==> config.mk <==
export PLATFORM = sky130hd
export DESIGN_NAME = multicycle_control_unit
export DESIGN_NICKNAME = d
export VERILOG_FILES = /design/src/rtl/multicycle_control_unit.sv
export SDC_FILE = /design/constraint.sdc
export NUM_CORES = 1
export LEC_CHECK = 0
export CORE_MARGIN = 10
export CORE_UTILIZATION = 36
export DETAILED_ROUTE_END_ITERATION = 6
export PLACE_DENSITY = 0.82
export SLEW_MARGIN = 25
export SYNTH_ARGS = -nofsm -noshare
export SYNTH_HDL_FRONTEND = slang
export SYNTH_SLANG_ARGS = --single-unit
==> constraint.sdc <==
create_clock -name clk -period 1.7 [get_ports clk]
set_clock_uncertainty 0.2 [all_clocks]
set_input_delay 0.34 -clock clk [delete_from_list [all_inputs] [get_ports clk]]
set_output_delay 0.34 -clock clk [all_outputs]
set_load 0.01 [all_outputs]
==> src/rtl/multicycle_control_unit.sv <==
// Multicycle RISC-style control FSM: IDLE/FETCH/DECODE/EXEC/MEM/WB/TRAP.
// Define CU_ILLEGAL_TRAP_EN to trap on illegal opcodes (default: NOP).
module multicycle_control_unit #(
    parameter int OP_W    = 6,
    parameter int ALUOP_W = 3
) (
    input  logic               clk,
    input  logic               rst_n,
    input  logic               run,
    input  logic [OP_W-1:0]    opcode,
    input  logic               mem_ready,
    output logic [1:0]         reg_dst,
    output logic               reg_write,
    output logic [ALUOP_W-1:0] alu_op,
    output logic               mem_read,
    output logic               mem_write,
    output logic [1:0]         branch_op,
    output logic               alu_src,
    output logic [1:0]         pc_mem_reg,
    output logic               pc_write,
    output logic               ir_write,
    output logic [2:0]         state,
    output logic               illegal_op
);

    localparam logic [2:0] S_IDLE   = 3'd0;
    localparam logic [2:0] S_FETCH  = 3'd1;
    localparam logic [2:0] S_DECODE = 3'd2;
    localparam logic [2:0] S_EXEC   = 3'd3;
    localparam logic [2:0] S_MEM    = 3'd4;
    localparam logic [2:0] S_WB     = 3'd5;
    localparam logic [2:0] S_TRAP   = 3'd6;

    localparam logic [2:0] C_ALUR = 3'd0;
    localparam logic [2:0] C_BR   = 3'd1;
    localparam logic [2:0] C_JAL  = 3'd2;
    localparam logic [2:0] C_ALUI = 3'd3;
    localparam logic [2:0] C_LD   = 3'd4;
    localparam logic [2:0] C_ST   = 3'd5;
    localparam logic [2:0] C_ILL  = 3'd6;

    function automatic logic [2:0] classify(input logic [OP_W-1:0] op);
        logic [2:0] c;
        c = C_ILL;
        if (op < OP_W'(4)) c = C_ALUR;
        else if (op == OP_W'(4) || op == OP_W'(5)) c = C_BR;
        else if (op == OP_W'(6)) c = C_JAL;
        else if (op == OP_W'(60) || op == OP_W'(61)) c = C_ALUI;
        else if (op == OP_W'(62)) c = C_LD;
        else if (op == OP_W'(63)) c = C_ST;
        return c;
    endfunction

    logic [2:0]      state_q, state_d;
    logic [OP_W-1:0] op_q, op_d;
    logic [2:0]      cls_in, cls_q;
    logic [2:0]      alu_v;

    assign cls_in = classify(opcode);
    assign cls_q  = classify(op_q);
    assign state  = state_q;

    always_comb begin
        state_d = state_q;
        op_d    = op_q;
        case (state_q)
            S_IDLE:   if (run) state_d = S_FETCH;
            S_FETCH:  if (mem_ready) state_d = S_DECODE;
            S_DECODE: begin
                op_d = opcode;
                case (cls_in)
                    C_JAL:   state_d = S_WB;
`ifdef CU_ILLEGAL_TRAP_EN
                    C_ILL:   state_d = S_TRAP;
`else
                    C_ILL:   state_d = S_FETCH;
`endif
                    default: state_d = S_EXEC;
                endcase
            end
            S_EXEC: begin
                case (cls_q)
                    C_BR:       state_d = S_FETCH;
                    C_LD, C_ST: state_d = S_MEM;
                    default:    state_d = S_WB;
                endcase
            end
            S_MEM: begin
                if (mem_ready)
                    state_d = (cls_q == C_LD) ? S_WB : S_FETCH;
            end
            S_WB:     state_d = S_FETCH;
            S_TRAP:   state_d = S_TRAP;
            default:  state_d = S_IDLE;
        endcase
    end

    always_ff @(posedge clk or negedge rst_n) begin
        if (!rst_n) begin
            state_q <= S_IDLE;
            op_q    <= '0;
        end else begin
            state_q <= state_d;
            op_q    <= op_d;
        end
    end

`ifdef CU_ILLEGAL_TRAP_EN
    logic illegal_q, illegal_d;

    always_comb begin
        illegal_d = illegal_q;
        if (state_q == S_DECODE && cls_in == C_ILL) illegal_d = 1'b1;
    end

    always_ff @(posedge clk or negedge rst_n) begin
        if (!rst_n) illegal_q <= 1'b0;
        else        illegal_q <= illegal_d;
    end

    assign illegal_op = illegal_q;
`else
    assign illegal_op = 1'b0;
`endif

    // Moore decode; only FETCH's load pulses look at mem_ready
    always_comb begin
        reg_dst    = 2'd0;
        reg_write  = 1'b0;
        alu_v      = 3'd0;
        mem_read   = 1'b0;
        mem_write  = 1'b0;
        branch_op  = 2'd0;
        alu_src    = 1'b0;
        pc_mem_reg = 2'd0;
        pc_write   = 1'b0;
        ir_write   = 1'b0;
        case (state_q)
            S_FETCH: begin
                mem_read = 1'b1;
                ir_write = mem_ready;
                pc_write = mem_ready;
            end
            S_EXEC: begin
                case (cls_q)
                    C_ALUR: begin
                        case (op_q[1:0])
                            2'd0:    alu_v = 3'd1;
                            2'd1:    alu_v = 3'd3;
                            2'd2:    alu_v = 3'd5;
                            default: alu_v = 3'd6;
                        endcase
                    end
                    C_ALUI: begin
                        alu_src = 1'b1;
                        alu_v   = op_q[0] ? 3'd4 : 3'd2;
                    end
                    C_LD, C_ST: begin
                        alu_src = 1'b1;
                        alu_v   = 3'd2;
                    end
                    C_BR: begin
                        branch_op = op_q[0] ? 2'd2 : 2'd1;
                        pc_write  = 1'b1;
                    end
                    default: ;
                endcase
            end
            S_MEM: begin
                alu_src   = 1'b1;
                alu_v     = 3'd2;
                mem_read  = (cls_q == C_LD);
                mem_write = (cls_q == C_ST);
            end
            S_WB: begin
                reg_write = 1'b1;
                if (cls_q == C_LD) begin
                    reg_dst    = 2'd2;
                    pc_mem_reg = 2'd1;
                end else if (cls_q == C_JAL) begin
                    reg_dst    = 2'd1;
                    pc_mem_reg = 2'd2;
                    branch_op  = 2'd3;
                    pc_write   = 1'b1;
                end
            end
            default: ;
        endcase
    end

    assign alu_op = ALUOP_W'(alu_v);

endmodule
After elaboration in Yosys (flattened, before gate mapping)
Cells that the tools add are included.

Flip-flop bits (word level): 9. Input port bits: 10. Output and inout port bits: 19. Word-level logic and storage cells: 90.

$lt $le $gt $ge: 2. Eq/ne operators: 32. Multiplexer cells: 44. Reductions and logical operators: 10.

Operators with widths (count): == test 6 bit (second input constant) (8); 2-to-1 mux 3 bit (13); == test 6 x 3 -> 1 bit (second input constant) (6); 2-to-1 mux 2 bit (13); one-hot mux 3 bit (7 select lines) (1); == test 3 bit (second input constant) (6); one-hot mux 3 bit (2 select lines) (3); one-hot mux 3 bit (3 select lines) (2); == test 3 x 2 -> 1 bit (second input constant) (5); less-than comparator 6 x 3 -> 1 bit (second input constant) (2); 2-to-1 mux 1 bit (8); == test 3 x 1 -> 1 bit (second input constant) (2); logical NOT 3 bit (2); != test 2 bit (second input constant) (3); logical OR 1 bit (4); one-hot mux 1 bit (2 select lines) (2); one-hot mux 2 bit (2 select lines) (1); one-hot mux 1 bit (3 select lines) (1); AND reduction 3 bit (1); OR reduction 3 bit (1); == test 2 x 1 -> 1 bit (second input constant) (1); == test 2 bit (second input constant) (1); logical NOT 2 bit (1); OR reduction 2 bit (1).

Depth between registers and ports, before layout
Gate-level depths: netlist of the first run.

Word-level depth: 11. Mapped depth: 5. Mapped depth without buffers: 3.

Least setup slack after synthesis of the first run
No wires, ideal clock.

Path kind: register to output. From: register state_q[2], in the netlist state[2]. To: output port mem_write. Arrival: 1359 ps. Data required time: 1160 ps. Slack: -199 ps. Stages on the path, launching flop included: 4. Path buffers: 1. Cells stage by stage: dfrtp_1 -> buf_6 -> or3b_4 -> nor4_1.

Longest elaborated chain between the ends: 2.

RTL lines: from (decl) (line 54) `logic [2:0] state_q, state_d;`; from (signal assigned) (line 103) `state_q <= state_d;`; == test 3 bit (line 138) `case (state_q)`; 2-to-1 mux 1 bit (line 138); to (decl) (line 16) `output logic mem_write,`.

Every way passes these cells.

Worst setup path in the final report of the first run
From: register op_q[2]. To: output port branch_op[1].

Longest elaborated chain between the ends: 11. Elaborated cells between the ends (all ways): 23. Those cells by class: 1 x order compare; 10 x eq/ne; 10 x mux; 2 x reduce/logical.

RTL lines: from (decl) (line 55) `logic [OP_W-1:0] op_q, op_d;`; from (signal assigned) (line 104) `op_q <= op_d;`; == test 6 bit (line 50) `else if (op == OP_W'(63)) c = C_ST;`; 2-to-1 mux 2 bit (line 50); 2-to-1 mux 2 bit (line 49) `else if (op == OP_W'(62)) c = C_LD;`; 2-to-1 mux 3 bit (line 48) `else if (op == OP_W'(60) || op == OP_W'(61)) c = C_ALUI;`; 2-to-1 mux 3 bit (line 47) `else if (op == OP_W'(6)) c = C_JAL;`; 2-to-1 mux 3 bit (line 46) `else if (op == OP_W'(4) || op == OP_W'(5)) c = C_BR;`; 2-to-1 mux 3 bit * (line 45) `if (op < OP_W'(4)) c = C_ALUR;`; == test 3 x 2 -> 1 bit (line 180) `end else if (cls_q == C_JAL) begin`; 2-to-1 mux 2 bit (line 180); 2-to-1 mux 2 bit (line 177) `if (cls_q == C_LD) begin`; one-hot mux 2 bit (2 select lines) * (line 138); to (decl) (line 17) `output logic [1:0] branch_op,`.

Mark *: on every way between the ends. The rest lies on a longest branch, timed or not.

==> key figures, run 1 <==
Routing
  • DR DRC count: 0
  • Routed WL: 2.71 mm
  • Via count: around 850
  • Final ANT Viol Nets: 0
  • Vias per cell: ~5.1
  • Iteration-0 DRC Markers: 24
  • Drt first pass iters: 4
  • WL per Instance: 16.4 µm

Worst setup path
  • Worst path slowest cell: dfrtp_1
  • CP arrival: 1.55 ns
  • Crit. End Element: output pin
  • Worst reg2reg setup slack: -0.04 ns
  • Startpoint types: register
  • FF-to-FF Start: op_q[5]
  • CP Max Fanout: 7
  • Worst EP required: 1.16 ns
  • Crit path largest cell delay: just over 0.4 ns
  • CP Class: register to output pin
  • Worst Reg-to-Reg Cells: 5
  • Crit path cell chain: buf_6, and3b_1, nand3_4, buf_12, o21ai_2, buf_2
  • Critical R2R Capture: state[2]

Run
  • Total of max-cap violations: 0

Outcome
  • Outcome: finished with violations
  • Violated checks: setup timing

Global route
  • Maximum number of pins on one net before global-route repair: 10
  • Vias in the first global route: 915
  • Initial antenna violation count: 0
  • Global-route wire length before repair: between 4 and 5 mm
  • Overall routing resource usage: 0.130
  • Remaining Overflow, GRT: 0

Floorplan
  • Die Y: between 60 and 70 µm
  • Die area: between 3000 and 4000 µm²
  • Io pins: 29
  • Die W: 62.6 µm
  • Row count: 15
  • Core area: 1730 µm²
  • Initial Util: 0.378

Synthesis
  • Syn Nets: 83
  • Yosys Warn Count: 0
  • Cell area after synthesis: between 600 and 700 µm²
  • Cells after Synth: 73
  • Sequential fraction of the synthesis area: 0.345
  • Number of distinct library cells after synthesis: 33
  • Post-synth top area share: 0.345
  • Area leader, netlist: dfrtp_1
  • Synth top area cells: dfrtp_1 34%, mux2_2 10%, o21ai_0 3.8%
  • Syn avg cell area: slightly below 9 µm²
  • Number of synthesized register bits: 9

Placed design
  • Port bufs: 27
  • Cells after DPL: 147
  • GP Congestion: 0.798
  • Post-DP HPWL: roughly 1.8 mm

CTS
  • Num Clock Sinks: 9
  • Hold_buf cts: 0
  • Worst-Skew Late Latency: ~0.26 ns
  • Clk root buf: clkbuf_4
  • Worst-path clk slew: approximately 0.060 ns
  • Inserted Clock Buffers: 3
  • CTS H-Tree Depth: 1
  • CTS tree: done
  • Worst-case clock buffer depth: 2

Timing
  • Min Tclk post-route: around 2.1 ns
  • RSZ-0062 raised after global routing: true
  • Final setup violation count: 16
  • Pins Over Slew Limit: 0
  • Fin. Hold Viols: 0
  • Part of the cycle the worst path needs: 1.23
  • Final WS setup: -0.390 ns
  • F_max: about 480 MHz

Power
  • Proportion of power drawn by combinational gates: 0.726
  • Peak supply drop: 1.07 mV
  • Pleak: slightly below 0.7 nW
  • Switching Fraction: 0.406
  • Power share of the sequential group: 0.206
  • Clock network fraction of total power: 0.067
  • Power per cell area: ~1700 nW/µm²
  • Internal power: approximately 1.4 mW
  • Net Sw Power: 993 µW

Finish
  • Reg area: between 200 and 250 µm²
  • Final nets: around 150
  • Area Overhead vs Synth: 119%
  • Antenna fix cells: 0
  • Fill cells: 96
  • Combined area of the multi-input logic cells: approximately 500 µm²
  • Fraction of layout cells with a size suffix above 1: 0.657
  • Final Non-Filler Cells: ~170
  • Final Util: 0.828

Worst hold path
  • Worst min path class: primary input to asynchronous set/reset pin
==> critical path, delay by kind of cell, from the launching register on <==
kind,cells,cell delay (ns)
compound gates,1,0.04
buf+inv,3,0.45
flops,1,0.41
simple gates,2,0.39
==> flip-flops by register name, indices dropped and copies added, names as in the netlist <==
| signal | flops |
|---|---|
| state | 3 |
| op_q | 6 |
==> synth_stat cells, drive strengths merged <==
cell type and n:
nor2 2, a31oi 1, nand2b 3, mux2 6
and4 1, buf 5, nor3 3, o21ai 5
nor4 3, a41o 1, a21oi 4, and3b 2
mux2i 1, or2 1, inv 6, nand2 5
nor3b 1, o32ai 1, nor4b 1, a22oi 1
or3b 1, nand4 1, dfrtp 9, nand4b 1
nand3b 1, conb 1, or4b 1, o211ai 1
nand3 4
==> power groups by stage <==
stage	sequential [mW]	combinational (mW)	clock, mW
global placement	0.423	1.19	0
floorplan	0.463	0.524	0
CTS	0.488	1.41	0.161
finish	0.504	1.77	0.164
global route	0.521	1.90	0.179
detailed placement	0.437	1.22	0
==> metal layers <==
metal | share of wire | vias up | wire [µm] | global-route usage
met5 | 0 | - | 0 | 0
met4 | 0.015 | 0 | 40 | 0.0419
met3 | 0.053 | 6 | 144 | 0.0305
met2 | 0.54 | 32 | 1460 | 0.254
met1 | 0.39 | 411 | 1060 | 0.129
li1 | - | 398 | - | -
==> kinds of logic (layout without fill, tap and decap cells) <==
group | count (synthesis) | count (layout) | synth area share
flip-flops | 9 | 9 | 0.345
buffers and inverters | 11 | 78 | 0.0939
AO/OA/AOI/OAI | 14 | 14 | 0.130
multiplexers | 7 | 7 | 0.119
AND/OR/NAND/NOR | 31 | 31 | 0.307
other | 1 | 1 | 0.00574
==> stage by stage <==
stage	hold slack [ns]	instance area [µm²]	worst slack, ns	power, mW	setup TNS (ns)
final	0.171	1430	-0.390	2.44	-4.67
after global routing	0.209	1430	-0.491	2.61	-5.91
after CTS	0.191	1300	-0.425	2.06	-4.77
after detailed placement	0.375	1150	-0.548	1.66	-6.88
after global placement	0.365	1150	-0.544	1.62	-6.01
after floorplan	-0.156	682	-0.0789	0.986	-0.386
==> layout by cell type (no fill, tap or decap), drive strengths merged, types with 2 or more instances in the layout <==
| master | netlist | final |
|---|---|---|
| o21ai | 5 | 5 |
| nand3 | 4 | 4 |
| clkdlybuf4s50 | 0 | 9 |
| clkbuf | 0 | 4 |
| nand2b | 3 | 3 |
| nor3 | 3 | 3 |
| nand2 | 5 | 5 |
| buf | 5 | 58 |
| dfrtp | 9 | 9 |
| a21oi | 4 | 4 |
| nor2 | 2 | 2 |
| and3b | 2 | 2 |
| mux2 | 6 | 6 |
| inv | 6 | 6 |
| nor4 | 3 | 3 |
==> how the worst max path moves through the flow <==
stage          startpoint            to  slack (ns)  cells after the start
2_1_floorplan    state[2]      mem_read       -0.08                      4
3_3_place_gp      op_q[3]     alu_op[1]       -0.54                      5
3_5_place_dp      op_q[3]     alu_op[1]       -0.55                      5
4_1_cts          state[1]      mem_read       -0.42                      4
5_1_grt           op_q[5]  branch_op[1]       -0.49                      6
6_report          op_q[2]  branch_op[1]       -0.39                      6
==> timing repair <==
action,in CTS,in global routing
pin swaps,9,10
resized for setup,97,23
setup endpoints to repair,19,24
buffers inserted,8,8
==> final cells by class <==
class,instances,area share
timing repair buffer,68,0.431
multi-input combinational,53,0.351
sequential,9,0.160
tap,25,0.0219
clock buffer,4,0.0184
inverter,6,0.0175
(Power assumes the default switching activity.)
==> run 2, diff against run 1 <==
CORE_ASPECT_RATIO = 1.4   (was unset)
CORE_UTILIZATION = 30   (was 36)
PLACE_DENSITY = 0.72   (was 0.82)
==> run 2 against run 1 <==
Net effect: the flow still finishes with violations (setup timing); maximum frequency is essentially flat; first-iteration DRC count grew 4.2%; power down 14%; count of clock-buffer cells in the layout stayed put; hold slack better by 0.0013 ns; core utilization down 19 points; highest routed layer unchanged.
==> key figures, run 2 (synthesis gave the netlist of run 1 again) <==
Routing
  • Via count: 792 (was 847)
  • Drt first pass iters: 4 (unchanged)
  • Iteration-0 DRC Markers: 25 (was 24)
  • Routed WL: 2.50 mm (was 2.71 mm)
  • Vias per cell: 5.04 (was 5.13)
  • DR DRC count: 0 (unchanged)
  • Final ANT Viol Nets: 0 (unchanged)
  • WL per Instance: 15.9 µm (was 16.4 µm)

Worst setup path
  • FF-to-FF Start: op_q[5] (unchanged)
  • CP Max Fanout: 3 (was 7)
  • Worst setup path end: mem_read (was branch_op[1])
  • Crit path cell chain: or3b_4, nor4_4, or2_1, buf_2 (was buf_6, and3b_1, nand3_4, buf_12, o21ai_2, buf_2)
  • Worst setup path startpoint: state[1] (was op_q[2])
  • CP Buf/Inv Count: 1 (was 3)
  • Worst path slowest cell: or3b_4 (was dfrtp_1)
  • Worst reg2reg setup slack: -0.01 ns (was -0.04 ns)
  • Critical R2R Capture: state[2] (unchanged)
  • Worst EP required: 1.16 ns (about the same)
  • Critical path depth: 4 (was 6)
  • CP top delay family: simple AND/OR/NAND/NOR gates (was buffers and inverters)
  • Crit path largest cell delay: 0.45 ns (was 0.41 ns)
  • Crit. End Element: output pin (unchanged)
  • Worst Reg-to-Reg Cells: 4 (was 5)
  • CP arrival: 1.55 ns (about the same)
  • CP Class: register to output pin (unchanged)
  • Startpoint types: register (unchanged)

CTS
  • Worst-case clock buffer depth: 2 (unchanged)
  • Worst-Skew Late Latency: 0.26 ns (about the same)
  • Worst-path clk slew: 0.06 ns (about the same)
  • Clk root buf: clkbuf_4 (unchanged)
  • Num Clock Sinks: 9 (unchanged)
  • Inserted Clock Buffers: 3 (unchanged)
  • CTS H-Tree Depth: 1 (unchanged)
  • CTS tree: done (unchanged)

Global route
  • Vias in the first global route: 847 (was 915)
  • Overall routing resource usage: 0.107 (was 0.130)
  • Initial antenna violation count: 0 (unchanged)
  • Remaining Overflow, GRT: 0 (unchanged)
  • Maximum number of pins on one net before global-route repair: 10 (unchanged)
  • Global-route wire length before repair: 3.77 mm (was 4.27 mm)

Timing
  • Part of the cycle the worst path needs: 1.23 (about the same)
  • Fin. Hold Viols: 0 (unchanged)
  • Min Tclk post-route: 2.09 ns (about the same)
  • Final WS setup: -0.390 ns (about the same)
  • Pins Over Slew Limit: 0 (unchanged)
  • F_max: 479 MHz (was 478 MHz)
  • Hold slack: 0.172 ns (was 0.171 ns)
  • RSZ-0062 raised after global routing: true (unchanged)
  • Final setup violation count: 16 (unchanged)

Finish
  • Commonest cells after routing, fill and taps aside: 30 x buf_4, 12 x buf_2, 11 x buf_6, 9 x clkdlybuf4s50_1, 6 x mux2_2 (was 24 x buf_4, 22 x buf_6, 10 x buf_2, 9 x clkdlybuf4s50_1)
  • Fraction of layout cells with a size suffix above 1: 0.647 (was 0.657)
  • Final Non-Filler Cells: 157 (was 165)
  • Largest register FFs: 6 (unchanged)
  • Area Overhead vs Synth: 98.5% (was 119%)
  • Reg with most FFs: op_q (unchanged)
  • Commonest non-fill, non-tap cell in the layout: buf_4 (unchanged)
  • Final nets: 147 (was 151)
  • Fill cells: 164 (was 96)
  • Final Util: 0.641 (was 0.828)
  • Antenna fix cells: 0 (unchanged)

Placed design
  • Port bufs: 27 (unchanged)
  • Post-DP HPWL: 1.76 mm (was 1.82 mm)
  • GP Congestion: 0.833 (was 0.798)
  • Cells after DPL: 141 (was 147)

Floorplan
  • Die Y: 75.2 µm (was 62.6 µm)
  • Die W: 59.4 µm (was 62.6 µm)
  • Die area: 4470 µm² (was 3920 µm²)
  • Initial Util: 0.323 (was 0.378)
  • Row count: 19 (was 15)
  • Core area: 2020 µm² (was 1730 µm²)
  • Io pins: 29 (unchanged)

Outcome
  • Outcome: finished with violations (unchanged)
  • Violated checks: setup timing (unchanged)

Power
  • Switching Fraction: 0.419 (was 0.406)
  • Pleak: 0.627 nW (was 0.687 nW)
  • Proportion of power drawn by combinational gates: 0.673 (was 0.726)
  • Internal power: 1.22 mW (was 1.45 mW)
  • Final total power: 2.09 mW (was 2.44 mW)
  • Power per cell area: 1610 nW/µm² (was 1710 nW/µm²)
  • Power share of the sequential group: 0.251 (was 0.206)
  • Peak supply drop: 0.984 mV (was 1.07 mV)
  • Clock network fraction of total power: 0.076 (was 0.067)
  • Net Sw Power: 875 µW (was 993 µW)

Worst hold path
  • Worst min path class: primary input to asynchronous set/reset pin (unchanged)

Run
  • Total of max-cap violations: 0 (unchanged)
==> run 2: layer usage <==
metal,up-vias,global-route usage,share of wire
met4,0,0.0307,0.0084
li1,394,-,-
met1,372,0.0891,0.34
met2,22,0.234,0.60
met5,-,0,0
met3,4,0.0202,0.051
==> run 2: final cells by class <==
class / count / area (µm²) / share of cell area
Clock buffer: 4 / 26.3 / 0.0203
Inverter: 6 / 22.5 / 0.0174
Multi-Input combinational cell: 53 / 482 / 0.372
Sequential cell: 9 / 230 / 0.178
Tap cell: 21 / 26.3 / 0.0203
Timing Repair Buffer: 64 / 509 / 0.393
==> run 2: timing repair <==
action                                 CTS  global route
endpoints found under the hold margin    0             0
resized for setup                       84            21
cloned                                   0             0
hold buffers                             0             0
setup endpoints to repair               19            16
pin swaps                                9            10
buffers inserted                         8             5
==> run 2: worst min-delay path by stage <==
stage	to	slack, ns	cells after the start
finish	state[0]	0.17	1
global route	state[0]	0.20	1
CTS	state[0]	0.19	1
detailed placement	op_q[1]	0.41	1
global placement	op_q[1]	0.40	1
floorplan	op_q[0]	-0.16	0
==> run 2: through the flow <==
step | setup slack, ns | cell area [µm²] | TNS, ns
2_1_floorplan | -0.0789 | 682 | -0.386
3_3_place_gp | -0.553 | 1130 | -6.11
3_5_place_dp | -0.564 | 1130 | -6.56
4_1_cts | -0.430 | 1210 | -4.17
5_1_grt | -0.437 | 1300 | -5.24
6_report | -0.390 | 1300 | -4.22
==> run 2: power groups by stage <==
stage | clock (mW) | sequential (mW) | combinational (mW)
finish | 0.159 | 0.526 | 1.41
global placement | 0 | 0.440 | 1.15
detailed placement | 0 | 0.450 | 1.17
floorplan | 0 | 0.463 | 0.524
global route | 0.172 | 0.550 | 1.52
CTS | 0.164 | 0.481 | 1.22
